### config.mk
export PLATFORM = sky130hd
export DESIGN_NAME = alu_cmd_seq_flat
export DESIGN_NICKNAME = d
export VERILOG_FILES = /design/src/rtl/alu_cmd_seq_if.sv /design/src/rtl/alu_cmd_seq.sv /design/src/flat_wrapper.sv
export SDC_FILE = /design/constraint.sdc
export NUM_CORES = 1
export LEC_CHECK = 0
export ABC_CLOCK_PERIOD_IN_PS = 3200
export CORE_ASPECT_RATIO = 0.5
export CORE_MARGIN = 2
export CORE_UTILIZATION = 41
export DETAILED_ROUTE_END_ITERATION = 10
export PLACE_DENSITY = 0.65
export SETUP_SLACK_MARGIN = 0.02
export SYNTH_ARGS = -nofsm -noshare
export SYNTH_HDL_FRONTEND = slang
export SYNTH_SLANG_ARGS = --single-unit
### constraint.sdc
create_clock -name clk -period 3.2 [get_ports clk]
set_input_delay 0.32 -clock clk [delete_from_list [all_inputs] [get_ports clk]]
set_output_delay 0.32 -clock clk [all_outputs]
set_load 0.02 [all_outputs]
### src/rtl/alu_cmd_seq_if.sv
// Command and result handshake channels of the ALU command sequencer.
// The master side is the upstream/downstream agent, and the slave side is the sequencer.
interface alu_cmd_seq_if #(
    parameter int W = 8
);
    logic         cmd_valid;
    logic         cmd_ready;
    logic [W-1:0] cmd_num1;
    logic [W-1:0] cmd_num2;
    logic [5:0]   cmd_op;
    logic         res_valid;
    logic         res_ready;
    logic [W-1:0] res_data;
    logic         res_err;

    modport master (
        output cmd_valid, cmd_num1, cmd_num2, cmd_op, res_ready,
        input  cmd_ready, res_valid, res_data, res_err
    );

    modport slave (
        input  cmd_valid, cmd_num1, cmd_num2, cmd_op, res_ready,
        output cmd_ready, res_valid, res_data, res_err
    );
endinterface

### src/rtl/alu_cmd_seq.sv
// ALU command sequencer: queues {num1, num2, op} commands and steps each one through an external ALU.
// Each legal command passes through LOAD and EXEC, then is held in DONE until the result is accepted.
module alu_cmd_seq #(
    parameter int DEPTH = 4,
    parameter int W     = 8
) (
    input  logic               clk,
    input  logic               reset,
    input  logic               flush,
    alu_cmd_seq_if.slave       bus,
    output logic [2:0]         alu_in_sel,
    output logic [5:0]         alu_out_sel,
    output logic [W-1:0]       alu_num1,
    output logic [W-1:0]       alu_num2,
    input  logic [W-1:0]       alu_out,
    output logic [1:0]         state
);
    localparam int PW = (DEPTH > 1) ? $clog2(DEPTH) : 1;
    localparam int CW = $clog2(DEPTH + 1);

    typedef enum logic [1:0] {
        S_IDLE = 2'b00,
        S_LOAD = 2'b01,
        S_EXEC = 2'b10,
        S_DONE = 2'b11
    } state_t;

    state_t         r_state;
    state_t         w_state_nxt;

    logic [W-1:0]   r_mem_num1 [DEPTH];
    logic [W-1:0]   r_mem_num2 [DEPTH];
    logic [5:0]     r_mem_op   [DEPTH];
    logic [PW-1:0]  r_wr_ptr;
    logic [PW-1:0]  r_rd_ptr;
    logic [CW-1:0]  r_count;

    logic [5:0]     r_op;
    logic [W-1:0]   r_num1;
    logic [W-1:0]   r_num2;
    logic [W-1:0]   r_res_data;
    logic           r_res_err;

    logic           w_ready;
    logic           w_push;
    logic           w_pop;
    logic           w_nempty;
    logic [5:0]     w_head_op;
    logic           w_head_legal;

    // Readiness comes from the registered count, so a pop in the same cycle cannot open a slot.
    assign w_ready      = !reset && !flush && (r_count != CW'(DEPTH));
    assign w_nempty     = (r_count != '0);
    assign w_push       = bus.cmd_valid && w_ready;
    assign w_pop        = (r_state == S_IDLE) && w_nempty && !flush;
    assign w_head_op    = r_mem_op[r_rd_ptr];
    assign w_head_legal = $onehot(w_head_op);

    always_ff @(posedge clk) begin
        if (w_push) begin
            r_mem_num1[r_wr_ptr] <= bus.cmd_num1;
            r_mem_num2[r_wr_ptr] <= bus.cmd_num2;
            r_mem_op[r_wr_ptr]   <= bus.cmd_op;
        end
    end

    always_ff @(posedge clk or posedge reset) begin
        if (reset) begin
            r_wr_ptr <= '0;
            r_rd_ptr <= '0;
            r_count  <= '0;
        end else if (flush) begin
            r_wr_ptr <= '0;
            r_rd_ptr <= '0;
            r_count  <= '0;
        end else begin
            if (w_push) begin
                r_wr_ptr <= r_wr_ptr + PW'(1);
            end
            if (w_pop) begin
                r_rd_ptr <= r_rd_ptr + PW'(1);
            end
            case ({w_push, w_pop})
                2'b10:   r_count <= r_count + CW'(1);
                2'b01:   r_count <= r_count - CW'(1);
                default: r_count <= r_count;
            endcase
        end
    end

    always_ff @(posedge clk or posedge reset) begin
        if (reset) begin
            r_state <= S_IDLE;
        end else begin
            r_state <= w_state_nxt;
        end
    end

    always_comb begin
        w_state_nxt = r_state;
        if (flush) begin
            w_state_nxt = S_IDLE;
        end else begin
            unique case (r_state)
                S_IDLE: begin
                    if (w_nempty) begin
                        w_state_nxt = w_head_legal ? S_LOAD : S_DONE;
                    end
                end
                S_LOAD: w_state_nxt = S_EXEC;
                S_EXEC: w_state_nxt = S_DONE;
                S_DONE: begin
                    if (bus.res_ready) begin
                        w_state_nxt = S_IDLE;
                    end
                end
                default: w_state_nxt = S_IDLE;
            endcase
        end
    end

    // Operands are only loaded by legal commands, so the ALU inputs keep their last values otherwise.
    always_ff @(posedge clk or posedge reset) begin
        if (reset) begin
            r_op       <= '0;
            r_num1     <= '0;
            r_num2     <= '0;
            r_res_data <= '0;
            r_res_err  <= 1'b0;
        end else if (w_pop) begin
            r_op <= w_head_op;
            if (w_head_legal) begin
                r_num1 <= r_mem_num1[r_rd_ptr];
                r_num2 <= r_mem_num2[r_rd_ptr];
            end else begin
                r_res_data <= '0;
                r_res_err  <= 1'b1;
            end
        end else if ((r_state == S_EXEC) && !flush) begin
            r_res_data <= alu_out;
            r_res_err  <= 1'b0;
        end
    end

    always_comb begin
        alu_in_sel  = 3'b000;
        alu_out_sel = '0;
        unique case (r_state)
            S_LOAD: alu_in_sel = 3'b010;
            S_EXEC: begin
                alu_in_sel  = 3'b100;
                alu_out_sel = r_op;
            end
            default: ;
        endcase
        if (reset || flush) begin
            alu_in_sel = 3'b001;
        end
    end

    assign alu_num1      = r_num1;
    assign alu_num2      = r_num2;
    assign state         = r_state;
    assign bus.cmd_ready = w_ready;
    assign bus.res_valid = (r_state == S_DONE);
    assign bus.res_data  = r_res_data;
    assign bus.res_err   = r_res_err;
endmodule

### src/flat_wrapper.sv
// flat-port wrapper written by rule: the top's interface ports become plain ports
module alu_cmd_seq_flat 
#(
    parameter int DEPTH = 4,
    parameter int W     = 8
)
  (clk, reset, flush, alu_in_sel, alu_out_sel, alu_num1, alu_num2, alu_out, state, bus_cmd_valid, bus_cmd_num1, bus_cmd_num2, bus_cmd_op, bus_res_ready, bus_cmd_ready, bus_res_valid, bus_res_data, bus_res_err);
  alu_cmd_seq_if #(.W(W)) bus_i ();
  input  logic clk;
  input  logic reset;
  input  logic flush;
  output logic [2:0] alu_in_sel;
  output logic [5:0] alu_out_sel;
  output logic [W-1:0] alu_num1;
  output logic [W-1:0] alu_num2;
  input  logic [W-1:0] alu_out;
  output logic [1:0] state;
  input wire logic [$bits(bus_i.cmd_valid)-1:0] bus_cmd_valid;
  input wire logic [$bits(bus_i.cmd_num1)-1:0] bus_cmd_num1;
  input wire logic [$bits(bus_i.cmd_num2)-1:0] bus_cmd_num2;
  input wire logic [$bits(bus_i.cmd_op)-1:0] bus_cmd_op;
  input wire logic [$bits(bus_i.res_ready)-1:0] bus_res_ready;
  output wire logic [$bits(bus_i.cmd_ready)-1:0] bus_cmd_ready;
  output wire logic [$bits(bus_i.res_valid)-1:0] bus_res_valid;
  output wire logic [$bits(bus_i.res_data)-1:0] bus_res_data;
  output wire logic [$bits(bus_i.res_err)-1:0] bus_res_err;
  assign bus_i.cmd_valid = bus_cmd_valid;
  assign bus_i.cmd_num1 = bus_cmd_num1;
  assign bus_i.cmd_num2 = bus_cmd_num2;
  assign bus_i.cmd_op = bus_cmd_op;
  assign bus_i.res_ready = bus_res_ready;
  assign bus_cmd_ready = bus_i.cmd_ready;
  assign bus_res_valid = bus_i.res_valid;
  assign bus_res_data = bus_i.res_data;
  assign bus_res_err = bus_i.res_err;
  alu_cmd_seq #(.DEPTH(DEPTH), .W(W)) u_core (.clk(clk), .reset(reset), .flush(flush), .bus(bus_i), .alu_in_sel(alu_in_sel), .alu_out_sel(alu_out_sel), .alu_num1(alu_num1), .alu_num2(alu_num2), .alu_out(alu_out), .state(state));
endmodule
* Word level (Yosys, flattened, before mapping)
Memories as Yosys holds them, arrays and structs flattened. A register that Yosys moved wholly into a read port is not among the register bits.
Cells that the tools add are included.
Widths: inputs -> output; s select.
** Operators by class
- Add/subtract/negate cells :: 9
- Equality and inequality tests :: 10
- Multiplexer cells :: 22
- Reductions and logical operators :: 18
** Operators with widths (count)
- $mux 8 :: 3
- $mux 2 :: 8
- $pmux 3 s2 :: 2
- $pmux 2 s4 :: 1
- $add 1x1->2 :: 3
- $add 3x3->3 :: 2
- $eq 2x2->1 const B :: 3
- $logic_and 1x1->1 :: 6
- $mux 3 :: 2
- $mux 6 :: 1
- $ne 3x3->1 const B :: 2
- $reduce_and 2->1 :: 3
- $reduce_bool 2->1 :: 3
- $reduce_bool 3->1 :: 2
- $mux 1 :: 5
- $add 2x1->2 const B :: 2
- $eq 2x1->1 const B :: 2
- $add 3x1->3 const B :: 1
- $eq 3x1->1 const B :: 1
- $ne 3x2->1 const B :: 1
- $sub 3x1->3 const B :: 1
- $logic_not 1->1 :: 2
- $logic_not 2->1 :: 1
- $ne 2x2->1 const B :: 1
- $logic_or 1x1->1 :: 1
** Word-level totals
- Register bits :: 24
- RAM bits :: 88
- Bits of input ports :: 35
- Output and inout bits :: 38
- Logic and storage cells :: 69
- Memories :: 3
** Memory list
- u_core.r_mem_num1 :: depth 4, bits a word 8, read ports 1, clocked after Yosys merged registers in 1, wr ports 1, RTL line alu_cmd_seq.sv:31 : logic [W-1:0] r_mem_num1 [DEPTH];
- u_core.r_mem_num2 :: depth 4, bits a word 8, read ports 1, clocked after Yosys merged registers in 1, wr ports 1, RTL line alu_cmd_seq.sv:32 : logic [W-1:0] r_mem_num2 [DEPTH];
- u_core.r_mem_op :: depth 4, bits a word 6, read ports 1, clocked after Yosys merged registers in 0, wr ports 1, RTL line alu_cmd_seq.sv:33 : logic [5:0] r_mem_op [DEPTH];

* Longest topological paths before layout
An unclocked memory read counts as a cell.
- Depth in word-level cells :: 9
- Gate-level depth with buffers :: 11
- Gate-level depth less buffers :: 9

* Worst setup path before layout
Ideal clock, no wire load.
- Path kind :: reg-to-reg
- Start point :: register u_core.r_rd_ptr[0]
- End point :: register u_core.r_num1[0] (netlist: u_core.alu_num1[0]) (read register of u_core.r_mem_num1)
- Setup time :: 0.125 ns
- Arrival :: 3.408 ns
- Data required time :: 3.075 ns
- Setup slack :: -0.333 ns
- Stages on the path, launching flop included :: 12
- Path buffers :: 4
- Period minus slack after synthesis :: 3.533 ns
- Cells stage by stage :: dfrtp_1 -> clkbuf_1 -> buf_2 -> mux4_2 -> ha_1 -> fa_1 -> ha_1 -> xnor2_1 -> and4_4 -> buf_6 -> buf_6 -> mux2_4
** On the way
- Elaborated cells on any way between the ends :: 8
- Those cells by class :: add/sub (5); eq/ne (1); reduce/logical (1); memory (1)
** RTL lines
- start: declaration :: RTL line alu_cmd_seq.sv:35 : logic [PW-1:0] r_rd_ptr;
- start signal: assignment :: RTL line alu_cmd_seq.sv:81 : r_rd_ptr <= r_rd_ptr + PW'(1);
- $mem_v2 4x6
- named net u_core.w_head_op[4] :: RTL line alu_cmd_seq.sv:48 : logic [5:0] w_head_op;
- $add 1x1->2 (not written as such) :: RTL line alu_cmd_seq.sv:57 : assign w_head_legal = $onehot(w_head_op);
- $add 3x3->3 (not written as such) :: RTL line alu_cmd_seq.sv:57
- $eq 3x1->1 :: RTL line alu_cmd_seq.sv:57
- $reduce_and 2->1 (no source line)
- end: declaration :: RTL line alu_cmd_seq.sv:39 : logic [W-1:0] r_num1;
The timed path passes the listed nets, and every way through them passes these cells.
A chain may end at the register's enable or synchronous reset.

* Final worst setup path
- Start point :: register u_core.r_rd_ptr[0]
- End point :: register u_core.r_num2[3] (netlist: u_core.alu_num2[3]) (read register of u_core.r_mem_num2)
** On the way
- Word-level cells in the longest chain between the ends :: 6
- Elaborated cells on any way between the ends :: 8
- Those cells by class :: add/sub (5); eq/ne (1); reduce/logical (1); memory (1)
** RTL lines
- $mem_v2 4x6
- named net u_core.w_head_op[2] :: RTL line alu_cmd_seq.sv:48
- $add 1x1->2 (not written as such) :: RTL line alu_cmd_seq.sv:57
- $add 3x3->3 (not written as such) (2 in a row) :: RTL line alu_cmd_seq.sv:57
- $eq 3x1->1 :: RTL line alu_cmd_seq.sv:57
- $reduce_and 2->1 (no source line)
- end: declaration :: RTL line alu_cmd_seq.sv:40 : logic [W-1:0] r_num2;
The timed path passes the listed nets, and every way through them passes these cells.

==> qor.csv <==
stage,metric,value,unit
final_layout,ANT cells,0,
clock_tree,clk buf depth,2,
clock_tree,Worst-Skew Late Latency,0.42,ns
clock_tree,clock root buffer,clkbuf_16,
timing,fin crit share,95.4,%
grt,GR Overflow Total,0,
synth,Syn Inst Count,307,
grt,initial antenna violation count,0,
critical_path,Setup crit end,u_core.alu_num2[3],
critical_path,WP data required,3.49,ns
floorplan,starting density of the core,41.9,%
detailed_routing,drt initial violations,197,
critical_path,RR Endpoint,u_core.alu_num2[3],
clock_tree,Num CTS Buffers,17,
critical_path,Worst setup SP type,flop,
synth,Netlist cell types,38,
power_and_ir_drop,Worst IR Drop VDD,358,µV
clock_tree,"Hold-fix buffers, CTS",0,
grt,Overall Global Routing Usage,15.6,%
floorplan,Die Y,84.4,µm
floorplan,num rows,29,
power_and_ir_drop,total power,5.42,mW
hold_path,min-delay worst type,in2async,
run,Max-cap violations,0,
floorplan,# IOs,73,
detailed_routing,met3 routed WL,547,µm
timing,Slew headroom,41.9,%
detailed_routing,WL/cell,17.2,µm
detailed_routing,DR WL met2,4.89,mm
power_and_ir_drop,Logic pwr share,26.0,%
place,Setup Slack @ Placement,-0.0690,ns
place,HPWL after detailed placement,6.31,mm
outcome,outcome,"finished, final reports clean",
synth,asr flop ratio synth,31.3,%
power_and_ir_drop,Pwr Density,792,nW/µm²
timing,Tmin final,3.05,ns
synth,"EDFF count, synth",88,
floorplan,die width,165,µm
final_layout,area grow syn2layout,29.2,%
grt,largest net degree at the start of global routing,41,
clock_tree,clock sinks,128,
detailed_routing,Avg Vias per Cell,4.97,
timing,Final Hold Vio Count,0,
power_and_ir_drop,P_sw,1.58,mW
synth,synthesized cell area,5300,µm²
detailed_routing,# DRC,0,
synth,"flops & latches, synth",128,
critical_path,Worst Path Max Fanout,16,
timing,Worst Tran Pin Value,0.871,ns
detailed_routing,Metal-1 WL,4.36,mm
critical_path,Critical Path Sink Type,flop,
power_and_ir_drop,Seq pwr share,39.3,%
detailed_routing,post-route ant nets,0,
timing,Max Clock Freq,328,MHz
clock_tree,clk slew on worst S/H paths,0.06,ns
timing,total negative slack,0,ns
detailed_routing,Top Metal Used,met4,
place,placed cell area,6240,µm²
clock_tree,# H-tree levels,4,
final_layout,layout cell share with drive strength beyond 1,22.8,%
detailed_routing,vias,2873,
critical_path,CP Class,reg2reg,
final_layout,"commonest non-fill, non-tap cell in the layout",edfxtp_1,
power_and_ir_drop,clock share of power,34.7,%
final_layout,Nets,446,
power_and_ir_drop,switching part of the total,29.1,%
synth,mean area per synthesized cell,17.2,µm²
final_layout,final instance area,6840,µm²
floorplan,core area,12600,µm²
detailed_routing,DRT Pass-1 Iters,4,
power_and_ir_drop,internal power,3.84,mW
critical_path,origin of the worst setup path,u_core.r_rd_ptr[0],
power_and_ir_drop,LEAKAGE,2.49,nW
detailed_routing,routed wire length,9.94,mm
critical_path,data arrival time of the critical path,3.35,ns
critical_path,worst reg2reg path depth,8,
synth,Mapped Nets,358,
timing,post-route setup slack,0.149,ns
final_layout,fin util,54.2,%
clock_tree,TritonCTS clock tree,done,
critical_path,worst reg2reg setup slack,0.15,ns
timing,Final setup viols,0,
timing,Fin Clk Skew,0.0103,ns
grt,vias in the first global route,2984,
place,PortBufs,72,
grt,global-route wire length before repair,15.9,mm
critical_path,reg-to-reg startpoint,u_core.r_rd_ptr[0],
timing,unrepaired setup endpoints after global routing,false,
final_layout,"commonest cells after routing, fill and taps aside","88 x edfxtp_1, 72 x clkdlybuf4s50_1, 39 x dfrtp_1",
synth,ys flop type,edfxtp_1,
synth,YS warnings,0,
place,GP Congestion,0.754,
timing,Pins Over Slew Limit,0,
floorplan,die area,13900,µm²
synth,register area share after synthesis,68.8,%
[power by group through the flow]
stage | Combinational (mW) | Clock [mW] | Sequential, mW
5_1_grt | 1.53 | 2.00 | 2.15
2_1_floorplan | 0.783 | 0 | 2.26
6_report | 1.41 | 1.88 | 2.13
4_1_cts | 1.42 | 1.91 | 2.13
3_5_place_dp | 1.41 | 0 | 2.16
3_3_place_gp | 1.37 | 0 | 2.15
[logic make-up (layout without fill, tap and decap cells)]
| family | Yosys count | after routing | synth area share, % |
|---|---|---|---|
| flops | 128 | 128 | 68.8 |
| simple gates | 71 | 71 | 6.55 |
| mux | 42 | 42 | 14.2 |
| buf+inv | 23 | 124 | 2.15 |
| compound gates | 22 | 22 | 3.07 |
| fa+ha+maj | 16 | 16 | 4.21 |
| xor+xnor | 5 | 5 | 0.969 |
[state kept, by name, summed over array words and instances (netlist names), 3 cells and up]
signal and cells:
u_core.r_mem_num1 32, u_core.r_mem_num2 32, u_core.r_count 3, u_core.alu_num1 8
u_core.alu_num2 8, u_core.r_mem_op 24, u_core.bus.res_data 8, u_core.r_op 6
[routing by layer]
layer / GRT usage [%] / vias up
met5: 0 / -
li1: - / 1315
met2: 24.8 / 69
met3: 5.48 / 17
met1: 19.6 / 1472
met4: 6.64 / 0
[per-stage QoR]
step / instances / hold WS, ns
6_report: 578 / 0.455
5_1_grt: 578 / 0.496
4_1_cts: 577 / 0.474
3_5_place_dp: 545 / 0.463
3_3_place_gp: 545 / 0.461
2_1_floorplan: 307 / 0.419
[worst min-delay path by stage]
stage | startpoint | to | slack [ns] | depth (start not counted)
2_1_floorplan | bus_cmd_num1[0] | u_core.r_mem_num1[0][0] | 0.42 | 0
3_3_place_gp | u_core.r_op[0] | u_core.r_op[0] | 0.46 | 2
3_5_place_dp | u_core.r_op[5] | u_core.r_op[5] | 0.46 | 2
4_1_cts | alu_out[5] | u_core.bus.res_data[5] | 0.47 | 3
5_1_grt | alu_out[5] | u_core.bus.res_data[5] | 0.50 | 3
6_report | reset | u_core.bus.res_err | 0.45 | 2
[timing repair]
| item | 4_1_cts | 5_1_grt |
|---|---|---|
| pin swaps | 0 | 1 |
| gates resized for setup | 1 | 0 |
| buffers inserted | 0 | 1 |
| endpoints found under the setup margin | 16 | 14 |
[worst max-delay path, cell delays in order, from the launching register on]
cell and delay (ns):
dfrtp_2 0.49, mux4_2 0.55, ha_1 0.33, fa_1 0.40
ha_1 0.28, inv_1 0.11, and4_4 0.24, buf_12 0.17
mux2_2 0.35
[synth_stat cells, drive strengths merged, types with 3 or more instances]
library cell | count | share of area, %
a21oi | 3 | 0.50
buf | 6 | 0.92
inv | 11 | 0.78
o21ai | 11 | 1.0
and2 | 11 | 1.3
clkbuf | 6 | 0.45
xnor2 | 4 | 0.66
mux2i | 3 | 0.57
ha | 13 | 3.1
mux4 | 22 | 9.4
mux2 | 17 | 4.3
nor2 | 16 | 1.3
edfxtp | 88 | 50
nand2 | 34 | 2.4
dfrtp | 40 | 19
fa | 3 | 1.1
[final cells by class]
class	instances	area, µm²
clock buffer	18	429
clock inverter	14	154
fill	992	5790
inverter	11	41.3
multi-input combinational	156	1560
sequential	128	3640
tap	170	213
timing repair buffer	81	801
No activity file was read; power rests on OpenSTA's default activity.
